File: config.mk
export PLATFORM = sky130hd
export DESIGN_NAME = led_event_blinker
export DESIGN_NICKNAME = d
export VERILOG_FILES = /design/src/rtl/led_event_blinker.sv
export SDC_FILE = /design/constraint.sdc
export NUM_CORES = 1
export LEC_CHECK = 0
export CAP_MARGIN = 25
export CORE_MARGIN = 2
export CORE_UTILIZATION = 30
export DETAILED_ROUTE_END_ITERATION = 7
export RECOVER_POWER = 50
export SYNTH_ARGS = -nofsm -noshare
export SYNTH_HDL_FRONTEND = slang
export SYNTH_SLANG_ARGS = --single-unit
File: constraint.sdc
create_clock -name clk -period 2.9 [get_ports clk]
set_input_delay 0.29 -clock clk [delete_from_list [all_inputs] [get_ports clk]]
set_output_delay 0.29 -clock clk [all_outputs]
set_load 0.03 [all_outputs]
File: src/rtl/led_event_blinker.sv
// Turns 1-clk event strobes into LED blinks of fixed on/off length.
// Events that arrive during a blink wait in a saturating queue and are replayed one per blink.
module led_event_blinker #(
  parameter int ON_CYCLES  = 4,
  parameter int OFF_CYCLES = 2,
  parameter int CNT_W      = 24,
  parameter int PEND_W     = 2
) (
  input  logic              clk,
  input  logic              rst_p,
  input  logic              evt_in,
  input  logic              clear,
  output logic              led_out,
  output logic              busy,
  output logic [PEND_W-1:0] pending,
  output logic              overflow
);

  typedef enum logic [1:0] {
    IDLE = 2'd0,
    ON   = 2'd1,
    GAP  = 2'd2
  } state_t;

  localparam logic [PEND_W-1:0] PEND_MAX = {PEND_W{1'b1}};
  localparam logic [CNT_W-1:0]  ON_LAST  = CNT_W'(ON_CYCLES - 1);
  localparam logic [CNT_W-1:0]  OFF_LAST = CNT_W'(OFF_CYCLES - 1);

  state_t            state, state_n;
  logic [CNT_W-1:0]  timer, timer_n;
  logic [PEND_W-1:0] pend_n;
  logic              led_n, ovf_n, busy_n;
  logic              dequeue, accept, drop;

  // Next-state, queue and flag computation; everything below is registered.
  always_comb begin
    dequeue = 1'b0;
    case (state)
      IDLE:    dequeue = (pending != {PEND_W{1'b0}});
      GAP:     dequeue = (timer == OFF_LAST) && (pending != {PEND_W{1'b0}});
      default: dequeue = 1'b0;
    endcase

    // A dequeue on the same edge frees a slot, so a full queue can still accept.
    accept  = evt_in && ((pending != PEND_MAX) || dequeue);
    drop    = evt_in && !accept;

    state_n = state;
    timer_n = timer;
    led_n   = led_out;
    pend_n  = pending;
    ovf_n   = overflow;

    if (clear) begin
      state_n = IDLE;
      timer_n = {CNT_W{1'b0}};
      led_n   = 1'b0;
      pend_n  = {PEND_W{1'b0}};
      ovf_n   = 1'b0;
    end else begin
      case (state)
        IDLE: begin
          timer_n = {CNT_W{1'b0}};
          if (dequeue) begin
            state_n = ON;
            led_n   = 1'b1;
          end else begin
            state_n = IDLE;
            led_n   = 1'b0;
          end
        end
        ON: begin
          if (timer == ON_LAST) begin
            state_n = GAP;
            timer_n = {CNT_W{1'b0}};
            led_n   = 1'b0;
          end else begin
            timer_n = timer + CNT_W'(1);
            led_n   = 1'b1;
          end
        end
        GAP: begin
          if (timer == OFF_LAST) begin
            timer_n = {CNT_W{1'b0}};
            if (dequeue) begin
              state_n = ON;
              led_n   = 1'b1;
            end else begin
              state_n = IDLE;
              led_n   = 1'b0;
            end
          end else begin
            timer_n = timer + CNT_W'(1);
            led_n   = 1'b0;
          end
        end
        default: begin
          state_n = IDLE;
          timer_n = {CNT_W{1'b0}};
          led_n   = 1'b0;
        end
      endcase

      case ({accept, dequeue})
        2'b10:   pend_n = pending + PEND_W'(1);
        2'b01:   pend_n = pending - PEND_W'(1);
        default: pend_n = pending;
      endcase

      ovf_n = overflow | drop;
    end

    busy_n = (state_n != IDLE) || (pend_n != {PEND_W{1'b0}});
  end

  // State, timer and all outputs; reset forces the LED low without waiting for an edge.
  always_ff @(posedge clk or posedge rst_p) begin
    if (rst_p) begin
      state    <= IDLE;
      timer    <= {CNT_W{1'b0}};
      pending  <= {PEND_W{1'b0}};
      led_out  <= 1'b0;
      busy     <= 1'b0;
      overflow <= 1'b0;
    end else begin
      state    <= state_n;
      timer    <= timer_n;
      pending  <= pend_n;
      led_out  <= led_n;
      busy     <= busy_n;
      overflow <= ovf_n;
    end
  end

endmodule

==> results.md, run 1 <==
- The flow ran to the end, but the final reports show violations.
- The checks that failed: max-capacitance violations, max-slew violations.
- The tree built by TritonCTS fans out to 31 sinks.
- The average instance in the mapped netlist occupies 10.0 sq um.
- In the synthesized netlist, the cells that appear most often are 35 x sky130_fd_sc_hd__nor2_1, 31 x sky130_fd_sc_hd__dfrtp_1, 14 x sky130_fd_sc_hd__xor2_1.
- Derived from the worst setup path, the maximum achievable clock frequency is around 0.47 GHz.
- The TritonCTS clock tree is done.
- Setup repair after global routing left no endpoint under its margin.
- The biggest cell delay along the critical path is 0.55 ns.
- The number of DRC violations after detailed routing is 0.
- The hold violation total from the final report is 0.
- The total grt overflow is 0.
- The number of H-tree levels is 2.
- The count of buffers from port buffering is 8.
- The hold-fix buffer count after cts is 0.
- The worst clock skew on the final layout is 0.00656 ns.
- The vertical die dimension is around 78 microns.
- The post-route setup TNS is 0 ns.
- The power density over cell area is 470 nW/um^2.
- STA classifies the critical path startpoint as a flop.
- The completed layout was analyzed and its total power is 884 uW.
- Across the run, the number of max-cap violations was 1.
- The slowest stage of the critical path is the sky130_fd_sc_hd__or4_4 cell.
- The wire length after detailed routing is 2950 microns.
- The number of global-route vias before repair is 1093.
- The total via count after detailed routing is 1170.
- The routed length per instance is between 10 and 15 microns.
- Buffers inserted during clock tree synthesis total 5.
- The overall routing resource usage is 11.1%.
- Hold timing on the final database bottoms out at a slack of 0.497 ns.
- The clock tree buffer depth is 2.
- The type of the worst setup path is flop to flop.
- The worst voltage drop across the vdd grid is 0.000184 V.
- The capturing element type of the critical path is a flop.
- The clock period minus worst slack is 2.11 ns.
- The most used flip-flop cell after synthesis is sky130_fd_sc_hd__dfrtp_1.
- In the final design database the tool counted 186 nets.
- In the final layout, the share of cells above drive strength 1 is 7.34%.
- The initialized floorplan defines 26 standard-cell rows.
- The antenna diode count is 0.
- The data required time at the worst endpoint is between 3 and 4 ns.
- The cell sitting at the root of the clock tree is a sky130_fd_sc_hd__clkbuf_8.
- The initial utilization of the core area, before any placement, comes to between 30% and 40%.
- The count of pins on the block boundary is 9.
- The mean number of vias per cell is 4.74.
- The leading area contributor after synthesis is sky130_fd_sc_hd__dfrtp_1.
- The share of synthesized area in the top cell type comes to 47.5%.
- For this run, asynchronously set or reset flops after synthesis account for 100%.
- The pre-antenna-repair detailed-routing pass consisted of 4 iterations.
- In this run the worst hold path is classified as flop to flop.
- The number of antenna violations at the first check in global routing is 0.
- The most frequently used cell type in the post-synthesis netlist is sky130_fd_sc_hd__nor2_1.
- The buffers inserted during post-CTS setup optimization is 0.
- The area growth from synthesis to layout is 15.3%.
- The count of mapped cells out of synthesis is 163.
- The clock latency reported for the late side of the worst-skew pair is 0.29 ns.
- The first global-routing pass estimated 5110 microns of wire.
- The sequential cell area fraction in the yosys report is a little under half.
- At the pin with the least slew margin, the transition time is between 1.5 and 2 ns.
- Yosys attributes the largest share of cell area to sky130_fd_sc_hd__dfrtp_1 48%, sky130_fd_sc_hd__nor2_1 8.1%, sky130_fd_sc_hd__xor2_1 7.5%.
- The tightest slew margin relative to the limit is -8.49%.
- At the worst endpoint, the arrival time is roughly 2.3 ns.
- The highest net fanout along the worst path is 24.
- The residual antenna-violating net count after detailed routing is 0.
- The total leakage power is slightly below 0.0008 uW.
- The number of buffer and inverter stages on the critical path is 0.
- The die area is 6040 sq um.
- The routability congestion estimate from global placement is between 0.7 and 0.8.
- For this block, the initial DRC count from the detailed router was 173.
- The number of unique standard cell types used by synthesis is 32.
- The total of flip-flops plus latches after synthesis is 31.
- The clock transition at the registers of the reported paths is 0.07 ns.
- The summed instance area of the synthesized netlist is roughly 1600 sq um.
- The number of instances resized during post-cts repair is 0.
- The number of max-slew violations in the final report is 32.
- The portion of the clock cycle consumed by the worst path in the final layout is 72.9%.
- In this run the horizontal extent of the chip is 77.7 microns.
- The critical path goes through or4_4 > nor3_4 > nand3_1 > a22o_1 > nand3b_4 > nor2_1.
- The number of setup violations in the final report is 0.
- The net count after synthesis is 173.
- The cell family contributing the most delay on the critical path is simple AND/OR/NAND/NOR gates.
- The Yosys warning count is 0.
- In this run the standard cell core region covers around 5200 sq um.
- The half-perimeter wire length after placement is a little over 2000 microns.
- The number of flops mapped to enable cells by yosys is 0.
- Entering global routing, the biggest net connects 32 pins.
cell families (layout without fill, tap and decap cells):
kind of cell / Yosys count / in the layout / synth area share (%)
AOI/OAI and AO/OA: 15 / 15 / 6.90
xor gates and xnor gates: 23 / 23 / 12.3
adders and majority gates: 6 / 6 / 4.60
buffers and inverters: 7 / 21 / 2.53
DFF: 31 / 31 / 47.5
and+or+nand+nor: 81 / 81 / 26.1
power by group:
part | internal [uW] | switching, uW | total, uW
Sequential | 439 | 5.17 | 444
Clock | 216 | 165 | 381
Combinational | 21.9 | 37.8 | 59.8
worst reg2reg max path, cell delays in order (launching register included):
cell                       delay (ns)
sky130_fd_sc_hd__dfrtp_1         0.44
sky130_fd_sc_hd__or4_4           0.55
sky130_fd_sc_hd__nor3_4          0.22
sky130_fd_sc_hd__nand3_1         0.13
sky130_fd_sc_hd__a22o_1          0.30
sky130_fd_sc_hd__nand3b_4        0.24
sky130_fd_sc_hd__nor2_1          0.11
metrics by stage:
stage	worst slack, ns	cell area, sq um	instances	util (%)
floorplan	0.981	1630	163	-
global placement	0.833	1780	239	34.4
detailed placement	0.799	1780	239	34.4
CTS	0.784	1880	247	36.4
global route	0.585	1880	247	36.4
finish	0.786	1880	247	36.4
worst paths after layout:
| kind | from | endpoint | slack (ns) | depth (start not counted) |
|---|---|---|---|---|
| setup / recovery | timer[11]$_DFF_PP0_ | timer[19]$_DFF_PP0_ | 0.79 | 6 |
| hold / removal | timer[0]$_DFF_PP0_ | timer[0]$_DFF_PP0_ | 0.50 | 1 |
| setup reg to reg | timer[11]$_DFF_PP0_ | timer[19]$_DFF_PP0_ | 0.79 | 6 |
| hold reg to reg | timer[0]$_DFF_PP0_ | timer[0]$_DFF_PP0_ | 0.50 | 1 |
| max in group asynchronous | rst_p | pending[0]$_DFF_PP0_ | 0.95 | 3 |
| min in group asynchronous | rst_p | timer[5]$_DFF_PP0_ | 1.01 | 3 |
cells in the final DEF, fill, tap and decap left out, drive strengths merged, types with 2 or more instances in the layout:
cell and count:
a21oi 4, a41oi 2, and3 4, and4 3
clkbuf 8, clkdlybuf4s50 5, dfrtp 31, dlygate4sd3 3
ha 6, inv 4, nand2 8, nand3 9
nand3b 2, nand4 7, nor2 35, nor3 5
nor4 4, o21ai 3, xnor2 9, xor2 14
state kept, by name (all words and copies together), names as in the netlist:
signal / flops
busy: 1
led_out: 1
pending: 2
state: 2
overflow: 1
timer: 24
cell type report:
cell class | count | area (sq um)
clock buffer | 7 | 96.3
clock inverter | 1 | 7.51
fill | 524 | 3290
inverter | 4 | 15.0
multi-input combinational | 125 | 815
sequential | 31 | 776
tap | 70 | 87.6
timing repair buffer | 9 | 83.8
per-layer routing:
| layer | global-route usage, % | wire (microns) | up-vias |
|---|---|---|---|
| li1 | - | - | 594 |
| met1 | 14.4 | 1420 | 560 |
| met2 | 15.8 | 1350 | 10 |
| met3 | 3.84 | 104 | 6 |
| met4 | 6.43 | 72 | 0 |
| met5 | 0 | 0 | - |
Power figures use the tool's default switching activity.
==> run 2, diff against run 1 <==
==> constraint.sdc (replaced) <==
create_clock -name clk -period 1.75 [get_ports clk]
set_input_delay 0.175 -clock clk [delete_from_list [all_inputs] [get_ports clk]]
set_output_delay 0.175 -clock clk [all_outputs]
set_load 0.03 [all_outputs]
==> results.md, run 2 (same netlist as run 1, synthesis figures left out) <==
- Setup slack on the critical path of the routed design comes to -0.233 ns.
- The number of DRC violations after detailed routing is 0.
- The final design utilization is 44.3%.
- The die is 77.7 microns tall.
- Summed over all failing endpoints, the final setup total negative slack is -5.81 ns.
- Clock tree synthesis selected as its root buffer the cell sky130_fd_sc_hd__clkbuf_8.
- The number of flip-flops in the largest register is 24.
- The number of iterations in the first detailed-routing pass is 4.
- For this run, the top clock speed supported by timing is slightly above 0.5 GHz.
- The number of global-route vias before repair was 1309.
- In this run, CTS created clock tree buffers numbering 5.
- The die covers 6040 sq um.
- The number of DRC markers in iteration 0 is 79.
- The worst path in the final design needs a cycle of roughly 2.0 ns, including I/O delays and setup.
- Setup repair after global routing could not meet its margin everywhere.
- The die width is just under 80 microns.
- Setup violations remaining at the end of the flow were counted as 30.
- For the pin with the worst max-slew slack, the measured transition is 0.780 ns.
- The hold violation total from the final report is 0.
- Row generation in the floorplan step produced 26 rows.
- Summed over all layers, the global routing overflow is 0.
- The worst clock skew on the final layout is approximately 0.01 ns.
- The critical path in this run is classified as flop to flop.
- The largest registers in the layout are timer (24), pending (2), state (2).
- The routability congestion estimate from global placement is roughly 0.8.
- In the routed layout, each cell is associated on average with a via count of between 4 and 5.
- The run finished, with violations left.
- TritonCTS built the clock tree.
- The flop-to-flop setup slack is -0.23 ns.
- In the layout the commonest cells are 32 x sky130_fd_sc_hd__buf_4, 31 x sky130_fd_sc_hd__dfrtp_1, 18 x sky130_fd_sc_hd__nor2_1, 13 x sky130_fd_sc_hd__xor2_1, 13 x sky130_fd_sc_hd__nor2_2.
- Global routing used between 10% and 20% of the available tracks.
- Max-cap violations in this run came to 0.
- Dividing the detail-routed wire length by the instance count gives 13.1 microns.
- Clock-pin slew was measured on the worst setup and hold paths at 0.06 ns.
- In this run, post-CTS hold repair placed 0 buffers.
- The number of nets in the layout is between 200 and 250.
- The effective utilization at floorplan is 31.5%.
- The clock latency reported for the late side of the worst-skew pair is 0.29 ns.
- The highest net fanout along the worst path is 6.
- Summed over all layers, the routed wires come to 3680 microns.
- The total via count after detailed routing is 1367.
- The critical path goes through nor4_1 > and4_4 > nand3_2 > a22o_4 > nand3b_4 > nor2_1.
- The number of fill cells in the layout is 481.
- Across all hold checks on the routed design, the worst slack comes to 0.495 ns.
- Dividing the final minimum period by the clock period gives 113%.
- The worst voltage drop across the vdd grid is 0.000290 V.
- The number of antenna violations at the first check in global routing is 0.
- The biggest cell delay along the critical path is 0.45 ns.
- The area growth from synthesis to layout is 40.3%.
- The arrival time at the worst endpoint is 2.15 ns.
- Entering global routing, the biggest net connects 32 pins.
- The worst slack at placement is -0.308 ns.
- The commonest non-fill, non-tap cell in the layout is sky130_fd_sc_hd__buf_4.
- The data required time at the worst endpoint is about 1.9 ns.
- The count of buffers from port buffering is 8.
- The global-route wire length before repair is just over 6000 microns.
- The count of nets left with antenna violations once routing finished came out at 0.
- The power density over cell area is roughly 630 nW/um^2.
- In this run the deepest clock path goes through 2 buffers.
- The sink count of the clock tree is 31.
- 9 I/O pins were placed.
- The number of standard cells in the layout, taps in and fillers out is roughly 280.
- The worst hold path belongs to the class flop to flop.
- STA classifies the critical path startpoint as a flop.
- In the final layout, the share of cells above drive strength 1 is 35.1%.
- Ranked by flip-flop count, first place goes to timer.
- Including well taps, the total number of placed cells is 265.
- The half-perimeter wire length after placement is about 2200 microns.
- The number of H-tree levels is 2.
- Summed over all cells, the static leakage comes to 0.00104 uW.
- The antenna diode count is 0.
- The checks that failed: negative setup slack.
- In this run the tightest slew margin relative to its limit is 48.0%.
- The largest individual stage delay along the critical path comes from the cell sky130_fd_sc_hd__dfrtp_1.
- The worst setup path is captured at a flop.
- The core region is 5170 sq um.
- The number of max-slew violations in the final report was 0.
-- run 2: what timing repair did --
action | 4_1_cts | 5_1_grt
setup endpoints to repair | 30 | 31
pin swaps | 3 | 25
buffers inserted | 1 | 5
cloned | 3 | 0
gates resized for setup | 7 | 29
-- run 2: metal layers --
layer | vias to the layer above | GRT usage [%] | part of all wire, %
met1 | 673 | 16.2 | 47
met5 | - | 0 | 0
met4 | 0 | 5.89 | 2.1
li1 | 671 | - | -
met3 | 6 | 2.79 | 1.9
met2 | 17 | 21.7 | 49
-- run 2: worst paths after layout --
kind | from | endpoint | cells after the start
min in group asynchronous | rst_p | pending[0]$_DFF_PP0_ | 3
worst max register to register | timer[20]$_DFF_PP0_ | timer[15]$_DFF_PP0_ | 6
worst min register to register | timer[0]$_DFF_PP0_ | timer[0]$_DFF_PP0_ | 1
worst max-delay path | timer[20]$_DFF_PP0_ | timer[15]$_DFF_PP0_ | 6
worst min-delay path | timer[0]$_DFF_PP0_ | timer[0]$_DFF_PP0_ | 1
max in group asynchronous | rst_p | timer[7]$_DFF_PP0_ | 3
-- run 2: worst max-delay path, delay by kind of cell (launching register included) --
family / cells / cell delay, ns
AO/OA/AOI/OAI: 1 / 0.33
AND/OR/NAND/NOR: 5 / 1.08
flip-flops: 1 / 0.45
-- run 2: final cells by class --
class	instances	area, sq um	share of cell area, %
multi-input combinational	128	998	43.6
sequential	31	776	33.9
timing repair buffer	41	325	14.2
tap	70	87.6	3.83
clock buffer	6	82.6	3.61
inverter	4	15.0	0.656
clock inverter	1	5.00	0.219
-- run 2: report_power, final --
group,leakage (uW),internal [uW],switching (uW)
logic,0.000565,52.8,80.4
clock network,0.0000470,308,266
registers,0.000429,727,9.58
total,0.00104,1090,356
-- run 2: stage by stage --
stage	total power, uW	cell area (sq um)
2_1_floorplan	816	1630
3_3_place_gp	853	1980
3_5_place_dp	854	1980
4_1_cts	1440	2140
5_1_grt	1490	2290
6_report	1440	2290
